--- src/rtl/mcu_ahb_const_pkg.sv ---
// mcu_ahb_const_pkg: shared AHB-Lite codes, response status codes and initiator FSM states.
//   HTRANS_* : transfer type codes (only IDLE and NONSEQ are issued)
//   HSIZE_*  : transfer size codes
//   HBURST_SINGLE / HPROT_DEFAULT : constant burst type and protection
//   RSP_*    : response status codes
//   state_t  : command-master FSM states
package mcu_ahb_const_pkg;
  localparam logic [1:0] HTRANS_IDLE   = 2'b00;
  localparam logic [1:0] HTRANS_NONSEQ = 2'b10;
  localparam logic [2:0] HSIZE_BYTE    = 3'b000;
  localparam logic [2:0] HSIZE_HALF    = 3'b001;
  localparam logic [2:0] HSIZE_WORD    = 3'b010;
  localparam logic [2:0] HBURST_SINGLE = 3'b000;
  localparam logic [3:0] HPROT_DEFAULT = 4'b0011;
  localparam logic [1:0] RSP_OKAY      = 2'b00;
  localparam logic [1:0] RSP_ERROR     = 2'b01;
  localparam logic [1:0] RSP_UNALIGNED = 2'b11;
  typedef enum logic [1:0] {ST_IDLE, ST_ADDR, ST_DATA, ST_RESP} state_t;
endpackage

--- src/rtl/mcu_ahb_lane.sv ---
// mcu_ahb_lane: combinational AHB byte-lane helper shared by initiators.
//   i_size/i_addr : transfer size and low address bits
//   i_wdata       : right-justified write data  -> o_wdata lane-replicated
//   i_rdata       : raw HRDATA                  -> o_rdata selected lane, zero-extended
//   o_fault       : size/address misaligned or size wider than a word
module mcu_ahb_lane
  import mcu_ahb_const_pkg::*;
(
  input  logic [2:0]  i_size,
  input  logic [1:0]  i_addr,
  input  logic [31:0] i_wdata,
  input  logic [31:0] i_rdata,
  output logic [31:0] o_wdata,
  output logic [31:0] o_rdata,
  output logic        o_fault
);
  logic [31:0] w_shift;
  always_comb begin
    w_shift = i_rdata >> {i_addr, 3'b000};
    o_fault = (i_size == HSIZE_HALF && i_addr[0]) || (i_size == HSIZE_WORD && i_addr != 2'b00) ||
              (i_size > HSIZE_WORD);
    o_wdata = (i_size == HSIZE_BYTE) ? {4{i_wdata[7:0]}} :
              (i_size == HSIZE_HALF) ? {2{i_wdata[15:0]}} : i_wdata;
    o_rdata = (i_size == HSIZE_BYTE) ? {24'b0, w_shift[7:0]} :
              (i_size == HSIZE_HALF) ? {16'b0, w_shift[15:0]} : i_rdata;
  end
endmodule

--- src/rtl/mcu_ahb_cmd_master.sv ---
// mcu_ahb_cmd_master: single-outstanding AHB-Lite initiator, one SINGLE transfer per command.
//   HCLK/PORESETn           : clock, asynchronous active-low reset
//   cmd_*                   : valid/ready command channel (write, addr, size, right-justified wdata)
//   rsp_*                   : valid/ready response channel (rdata, status, saturating wait count)
//   busy                    : high whenever a command is in flight
//   HTRANS..HWDATA          : AHB-Lite master outputs; HREADY/HRESP/HRDATA : fabric inputs
module mcu_ahb_cmd_master
  import mcu_ahb_const_pkg::*;
#(
  parameter int WAIT_W = 8
) (
  input  logic              HCLK,
  input  logic              PORESETn,
  input  logic              cmd_valid,
  output logic              cmd_ready,
  input  logic              cmd_write,
  input  logic [31:0]       cmd_addr,
  input  logic [2:0]        cmd_size,
  input  logic [31:0]       cmd_wdata,
  output logic              rsp_valid,
  input  logic              rsp_ready,
  output logic [31:0]       rsp_rdata,
  output logic [1:0]        rsp_status,
  output logic [WAIT_W-1:0] rsp_wait,
  output logic              busy,
  output logic [1:0]        HTRANS,
  output logic [31:0]       HADDR,
  output logic [2:0]        HSIZE,
  output logic              HWRITE,
  output logic [2:0]        HBURST,
  output logic [3:0]        HPROT,
  output logic [31:0]       HWDATA,
  input  logic              HREADY,
  input  logic              HRESP,
  input  logic [31:0]       HRDATA
);
  state_t      r_state, w_state_nxt;
  logic [31:0] r_wdata;
  logic [31:0] w_wrep, w_rext;
  logic        w_fault;
  // In IDLE the lane helper looks at the incoming command (fault check and
  // replication); afterwards it looks at the latched transfer for read extraction.
  mcu_ahb_lane u_lane (
    .i_size  (r_state == ST_IDLE ? cmd_size : HSIZE),
    .i_addr  (r_state == ST_IDLE ? cmd_addr[1:0] : HADDR[1:0]),
    .i_wdata (cmd_wdata),
    .i_rdata (HRDATA),
    .o_wdata (w_wrep),
    .o_rdata (w_rext),
    .o_fault (w_fault)
  );
  assign cmd_ready = (r_state == ST_IDLE);
  assign busy      = (r_state != ST_IDLE);
  assign HBURST    = HBURST_SINGLE;
  assign HPROT     = HPROT_DEFAULT;
  always_ff @(posedge HCLK or negedge PORESETn)
    if (!PORESETn) r_state <= ST_IDLE;
    else           r_state <= w_state_nxt;
  always_comb begin
    w_state_nxt = r_state;
    case (r_state)
      ST_IDLE: w_state_nxt = cmd_valid ? (w_fault ? ST_RESP : ST_ADDR) : ST_IDLE;
      ST_ADDR: w_state_nxt = HREADY ? ST_DATA : ST_ADDR;
      ST_DATA: w_state_nxt = HREADY ? ST_RESP : ST_DATA;
      ST_RESP: w_state_nxt = rsp_ready ? ST_IDLE : ST_RESP;
      default: w_state_nxt = ST_IDLE;
    endcase
  end
  always_ff @(posedge HCLK or negedge PORESETn) begin
    if (!PORESETn) begin
      HTRANS     <= HTRANS_IDLE;
      HADDR      <= '0;
      HSIZE      <= '0;
      HWRITE     <= 1'b0;
      HWDATA     <= '0;
      r_wdata    <= '0;
      rsp_valid  <= 1'b0;
      rsp_rdata  <= '0;
      rsp_status <= RSP_OKAY;
      rsp_wait   <= '0;
    end else begin
      case (r_state)
        ST_IDLE:
          if (cmd_valid) begin
            r_wdata <= w_wrep;
            if (w_fault) begin
              rsp_valid  <= 1'b1;
              rsp_status <= RSP_UNALIGNED;
              rsp_rdata  <= '0;
            end else begin
              HTRANS <= HTRANS_NONSEQ;
              HADDR  <= cmd_addr;
              HSIZE  <= cmd_size;
              HWRITE <= cmd_write;
            end
          end
        ST_ADDR:
          if (HREADY) begin
            HTRANS <= HTRANS_IDLE;
            HWDATA <= r_wdata;
          end
        ST_DATA:
          if (!HREADY) rsp_wait <= (&rsp_wait) ? rsp_wait : rsp_wait + 1'b1;
          else begin
            rsp_valid  <= 1'b1;
            rsp_status <= HRESP ? RSP_ERROR : RSP_OKAY;
            rsp_rdata  <= (HRESP || HWRITE) ? 32'b0 : w_rext;
          end
        ST_RESP:
          if (rsp_ready) begin
            rsp_valid <= 1'b0;
            rsp_wait  <= '0;
          end
        default: ;
      endcase
    end
  end
endmodule
--- config.mk ---
export PLATFORM = sky130hd
export DESIGN_NAME = mcu_ahb_cmd_master
export DESIGN_NICKNAME = d
export VERILOG_FILES = /design/src/rtl/mcu_ahb_const_pkg.sv /design/src/rtl/mcu_ahb_lane.sv /design/src/rtl/mcu_ahb_cmd_master.sv
export SDC_FILE = /design/constraint.sdc
export NUM_CORES = 1
export LEC_CHECK = 0
export BUFFER_PORTS_ARGS = -buffer_cell sky130_fd_sc_hd__buf_2
export CORE_UTILIZATION = 35
export CTS_CLUSTER_SIZE = 25
export DETAILED_ROUTE_END_ITERATION = 7
export SLEW_MARGIN = 20
export SYNTH_ARGS = -nofsm -noshare
export SYNTH_HDL_FRONTEND = slang
export SYNTH_SLANG_ARGS = --single-unit
--- constraint.sdc ---
create_clock -name HCLK -period 2.7 [get_ports HCLK]
set_input_delay 0.405 -clock HCLK [delete_from_list [all_inputs] [get_ports HCLK]]
set_output_delay 0.405 -clock HCLK [all_outputs]
set_load 0.005 [all_outputs]
# Word level (Yosys, flattened, before mapping)
# Index checks and enable logic that the tools add are counted.
[word_totals] elab_cells=84 input_bits=106 ff_bits=147
[op_classes] eq_ne=13 n_mux=35 n_addsub=1 n_lt_le_gt_ge=1 bitwise=1 shift=1 reduce_logical=21
[op_table] operator="$mux W32" count=8
[op_table] operator="$pmux W32 S2" count=1
[op_table] operator="$shr A32 B5 Y16" count=1
[op_table] operator="$mux W8" count=3
[op_table] operator="$mux W2" count=11
[op_table] operator="$pmux W8 S2" count=1
[op_table] operator="$ne A2 B2 Y1 const B" count=7
[op_table] operator="$reduce_and A4 Y1" count=3
[op_table] operator="$reduce_bool A2 Y1" count=5
[op_table] operator="$add A8 B1 Y8 const B" count=1
[op_table] operator="$pmux W2 S2" count=2
[op_table] operator="$pmux W2 S4" count=1
[op_table] operator="$reduce_and A8 Y1" count=1
[op_table] operator="$mux W1" count=6
[op_table] operator="$reduce_and A5 Y1" count=1
[op_table] operator="$eq A2 B2 Y1 const B" count=2
[op_table] operator="$reduce_and A2 Y1" count=2
[op_table] operator="$eq A3 B1 Y1 const B" count=1
[op_table] operator="$eq A3 B2 Y1 const B" count=1
[op_table] operator="$gt A3 B2 Y1 const B" count=1
[op_table] operator="$logic_not A3 Y1" count=1
[op_table] operator="$logic_or A1 B1 Y1" count=3
[op_table] operator="$mux W3" count=1
[op_table] operator="$pmux W1 S3" count=1
[op_table] operator="other kinds (7)" count=8

# Logic depth before layout (Yosys ltp)
[depth] word_depth=9 ltp_mapped=10

# By module
# Synthesis repeated with hierarchy kept, for this count alone.
[unflattened] hier_cells=522 area_unflattened_um2=6799.0
[modules_own_cells] mod="mcu_ahb_cmd_master" n_inst=1 cells_per_inst=382 area_per_inst_um2=5774.3
[modules_own_cells] mod="mcu_ahb_lane" n_inst=1 cells_per_inst=140 area_per_inst_um2=1024.7

# Worst setup path before layout
# No wires, ideal clock.
[synth_timing] path_type="reg2reg" start="register r_state[1]" end="register HADDR[18]" synth_period_minus_slack_ns=2.065 stages_incl_launch_ff=9 setup_slack_ns=0.635 arrival_ns=1.938 path_cell_list="dfrtp_1 > buf_4 > or2_1 > buf_6 > nor4_2 > o21a_1 > buf_6 > buf_6 > mux2_1"
[synth_between] elab_chain_cells=8
[synth_rtl] element="from (decl)" line_no="mcu_ahb_cmd_master.sv:37" source="state_t r_state, w_state_nxt;"
[synth_rtl] element="from (signal assigned)" line_no="mcu_ahb_cmd_master.sv:58" source="else r_state <= w_state_nxt;"
[synth_rtl] element="$logic_not A2 Y1 *" line_no="mcu_ahb_cmd_master.sv:44, mcu_ahb_cmd_master.sv:45, mcu_ahb_cmd_master.sv:82"
[synth_rtl] element="parallel branches: the longest is 6 deep, another holds $gt A3 B2 Y1"
[synth_rtl] element="$reduce_and A3 Y1 (no source line) *"
[synth_rtl] element="to (signal assigned)" line_no="mcu_ahb_cmd_master.sv:92" source="HADDR <= cmd_addr;"
[synth_rtl] element="to (decl)" line_no="mcu_ahb_cmd_master.sv:27" source="output logic [31:0] HADDR,"
# Mark *: on every way between the ends.
# A chain may end at the register's enable or synchronous reset.

# Worst setup path after layout
[layout_timing] start="register r_state[1]" end="register rsp_rdata[0]"
[layout_between] elab_chain_cells=8
[layout_rtl] element="$logic_not A2 Y1" line_no="mcu_ahb_cmd_master.sv:44, mcu_ahb_cmd_master.sv:45, mcu_ahb_cmd_master.sv:82"
[layout_rtl] element="$mux W2 or $mux W3 (tied branches)" line_no="mcu_ahb_cmd_master.sv:45, mcu_ahb_cmd_master.sv:44"
[layout_rtl] element="$shr A32 B5 Y16 (tied with other cells)" line_no="mcu_ahb_lane.sv:19" source="w_shift = i_rdata >> {i_addr, 3'b000};"
[layout_rtl] element="$mux W32 or $logic_and A1 B1 Y1 (tied branches)" line_no="mcu_ahb_lane.sv:25, mcu_ahb_lane.sv:20"
[layout_rtl] element="$mux W32 or $logic_or A1 B1 Y1 (tied branches)" line_no="mcu_ahb_lane.sv:24, mcu_ahb_lane.sv:20"
[layout_rtl] element="$mux W32 or $logic_or A1 B1 Y1 (tied branches)" line_no="mcu_ahb_cmd_master.sv:107, mcu_ahb_lane.sv:20"
[layout_rtl] element="$mux W32 or $ne A2 B1 Y1 (tied branches)"
[layout_rtl] element="$pmux W32 S2 or $reduce_and A4 Y1 (tied branches)"
[layout_rtl] element="to (signal assigned)" line_no="mcu_ahb_cmd_master.sv:107" source="rsp_rdata <= (HRESP || HWRITE) ? 32'b0 : w_rext;"
[layout_rtl] element="to (decl)" line_no="mcu_ahb_cmd_master.sv:22" source="output logic [31:0] rsp_rdata,"
# Parallel ways exist; a longest one is shown, timed or not. The select of a mux whose other input is x is not followed.

==> flow_metrics.env <==
export IMPL_drtPass1Iterations=4
export IMPL_clkLatencyLatePin_ps=420
export IMPL_critical_path_arrival_ps=2640
export IMPL_avgSynthCellArea_sq_um=11.57
export IMPL_netlist_area_leader_share_pct=53.86
export IMPL_cts_clk_slew_worst_paths_ps=60
export IMPL_startpoint_type="flip-flop"
export IMPL_drt_iter0_markers=229
export IMPL_post_drt_via_cell_ratio=4.941
export IMPL_grt_pass1_vias=5181
export IMPL_tritoncts="built"
export IMPL_grt_max_degree=59
export IMPL_tightest_slew_ps=800.6
export IMPL_clockBufferDepth=2
export IMPL_netlist_area_sq_um=6783
export IMPL_routed_wl_met3_mm=1.209
export IMPL_routed_top_layer="met4"
export IMPL_finClkSkew_ps=8.061
export IMPL_routed_wirelength_mm=18.50
export IMPL_ioPinCount=228
export IMPL_slew_headroom_pct=46.31
export IMPL_cp_slowest_cell="or4_4"
export IMPL_ir_worst_vdd_v=0.0005371
export IMPL_initial_core_util_pct=36.02
export IMPL_root_buffer="clkbuf_16"
export IMPL_die_h_microns=141.2
export IMPL_cts_setup_buffers=0
export IMPL_dr_wl_met2_mm=8.683
export IMPL_fmax_mhz=430.8
export IMPL_area_delta_synth_final_pct=27.91
export IMPL_synth_top_area_cell="dfrtp_1"
export IMPL_status="finished clean"
export IMPL_power_frac_clock_pct=23.7
export IMPL_regArea_sq_um=3654
export IMPL_cp_end_kind="flip-flop"
export IMPL_synthTopCellsByArea="dfrtp_1 (54%), mux2_2 (11%), nand2_1 (4.2%)"
export IMPL_rows=50
export IMPL_worstPathRequired_ps=3020
export IMPL_gr_total_overflow=0
export IMPL_power_switching_mw=3.440
export IMPL_port_buffers=219
export IMPL_multi_input_area_sq_um=2860
export IMPL_nNetsFinal=908
export IMPL_finalSetupTns_ps=0
export IMPL_fillers=1810
export IMPL_gr_usage_all_layers_pct=18.65
export IMPL_seqPwrFrac_pct=37.0
export IMPL_pwr_density_cell_nw_per_um2=1117
export IMPL_yosys_warnings=0
export IMPL_die_area_sq_um=19940
export IMPL_ys_flop_type="dfrtp_1"
export IMPL_h_tree_depth=4
export IMPL_detail_route_antenna_nets=0
export IMPL_m1WireLength_mm=8.370
export IMPL_drive_gt1_share_pct=42.56
export IMPL_cts_buffers=17
export IMPL_yosysMostFrequentCell="dfrtp_1"
export IMPL_setup_viol=0
export IMPL_p_sw_share_pct=35.49
export IMPL_n_antenna_cell=0
export IMPL_routed_via_count=5302
export IMPL_dp_hpwl_mm=13.08
export IMPL_fp_coreArea_sq_um=18830
export IMPL_period_needed_ps=2321
export IMPL_ys_ff_latch=146
export IMPL_cts_repair_resized=0
export IMPL_hold_violations=0
export IMPL_power_leakage_nw=4.367
export IMPL_slew_viol_final=0
export IMPL_hold_path_class="input port to flip-flop"
export IMPL_antenna_found_initial=1
export IMPL_ys_seq_area_share_pct=53.86
export IMPL_fin_crit_sh_pct=85.96
export IMPL_gp_congestion=0.8323
export IMPL_worstPathMaxFanout=17
export IMPL_rsz0062_at_grt="false"
export IMPL_synth_enable_flop_cells=0
export IMPL_p_int_mw=6.251
export IMPL_pwr_share_comb_pct=39.2
export IMPL_synthCells=586
export IMPL_holdWs_ps=203.9
export IMPL_cp_slowest_stage_delay_ps=590
export IMPL_synthTopCellsByCount="dfrtp_1 (146), nand2_1 (76), mux2_2 (65)"
export IMPL_synthArstFlopShare_pct=100.0
export IMPL_post_route_drc_count=0
export IMPL_die_w_microns=141.2
export IMPL_path_cells="buf_4 > or4_4 > o31a_1 > a21oi_4 > o22ai_1 > o41ai_2"
export IMPL_yosysUniqueCellTypes=56
export IMPL_max_cap_violations=0
export IMPL_finalPower_mw=9.691
export IMPL_cts_sinks=146
export IMPL_wl_per_cell_microns=17.24
export IMPL_critical_path_class="flip-flop to flip-flop"
export IMPL_grt_pass1_wl_mm=28.48
[area by class of cell]
class | instances | area share [%]
multi-input combinational | 398 | 32.97
inverter | 4 | 0.2307
clock buffer | 21 | 5.192
timing repair buffer | 234 | 14.46
clock inverter | 10 | 1.284
sequential | 146 | 42.11
tap | 260 | 3.750
[cells in the final DEF (no fill, tap or decap), types with 4 or more instances in the layout]
cell type    n
a211oi_1    11
nor3b_1      6
buf_4       11
o21ai_0     35
o21a_1       9
a21oi_1     10
o31ai_1      9
buf_2      218
a221oi_1     8
mux2_2      65
clkbuf_16   17
clkinv_2     4
xnor2_1      5
nand2_1     75
conb_1       8
mux2_1      16
dfrtp_1    146
nand3_1     22
nor2_1      23
a21o_1       8
mux2i_1     25
a21boi_0     6
a31oi_1      6
[metal layers]
layer  track usage [%]  vias up
li1                  -     2509
met1             24.90     2596
met2             29.16      181
met3             5.197       16
met4             6.121        0
met5                 0        -
[power groups by stage]
stage	Combinational [mW]	Clock, mW	Sequential [mW]
finish	3.80	2.30	3.59
global route	4.19	2.44	3.71
CTS	3.83	2.35	3.59
detailed placement	3.82	0	3.62
global placement	3.78	0	3.60
floorplan	2.42	0	3.61
[worst max-delay path: cells and delay by family (launching register included)]
kind / cells / cell delay, ps
simple gates: 1 / 590
buf+inv: 1 / 190
compound gates: 4 / 1070
flops: 1 / 370
[registers in the layout, indices dropped and copies added (netlist names)]
name        cells
HTRANS          1
HWDATA         32
HWRITE          1
rsp_rdata      32
r_state         2
rsp_valid       1
HSIZE           3
HADDR          32
rsp_wait        8
r_wdata        32
rsp_status      2
[through the flow]
step / worst slack [ps] / util (%) / cell area, sq um / cells
floorplan: 634.9 / - / 6805 / 592
global placement: 336.9 / 42.97 / 8092 / 1040
detailed placement: 212.1 / 42.97 / 8092 / 1040
CTS: 229.7 / 46.01 / 8663 / 1072
global route: 271.2 / 46.07 / 8676 / 1073
finish: 379.0 / 46.07 / 8676 / 1073
[worst paths after layout]
path | slack (ps) | from | depth (start not counted) | to
max | 380 | r_state[1] | 6 | rsp_rdata[0]
min reg2reg | 460 | rsp_rdata[30] | 2 | rsp_rdata[30]
min in group asynchronous | 580 | PORESETn | 2 | HADDR[29]
min | 200 | cmd_addr[28] | 2 | HADDR[28]
max reg2reg | 380 | r_state[1] | 6 | rsp_rdata[0]
max in group asynchronous | 1400 | PORESETn | 3 | HWDATA[28]
[kinds of logic after synthesis]
kind of cell	synth area share [%]
XOR/XNOR	0.6456
AO/OA/AOI/OAI	11.94
buffers and inverters	4.685
AND/OR/NAND/NOR	10.96
adder cells (fa/ha/maj)	0.1844
other	0.1107
flip-flops	53.86
multiplexers	17.62
[repair_timing]
| item | 4_1_cts | 5_1_grt |
|---|---|---|
| hold endpoints to repair | 50 | 0 |
| setup endpoints to repair | 0 | 1 |
| hold buffers | 1 | 0 |
(Power assumes the default switching activity.)
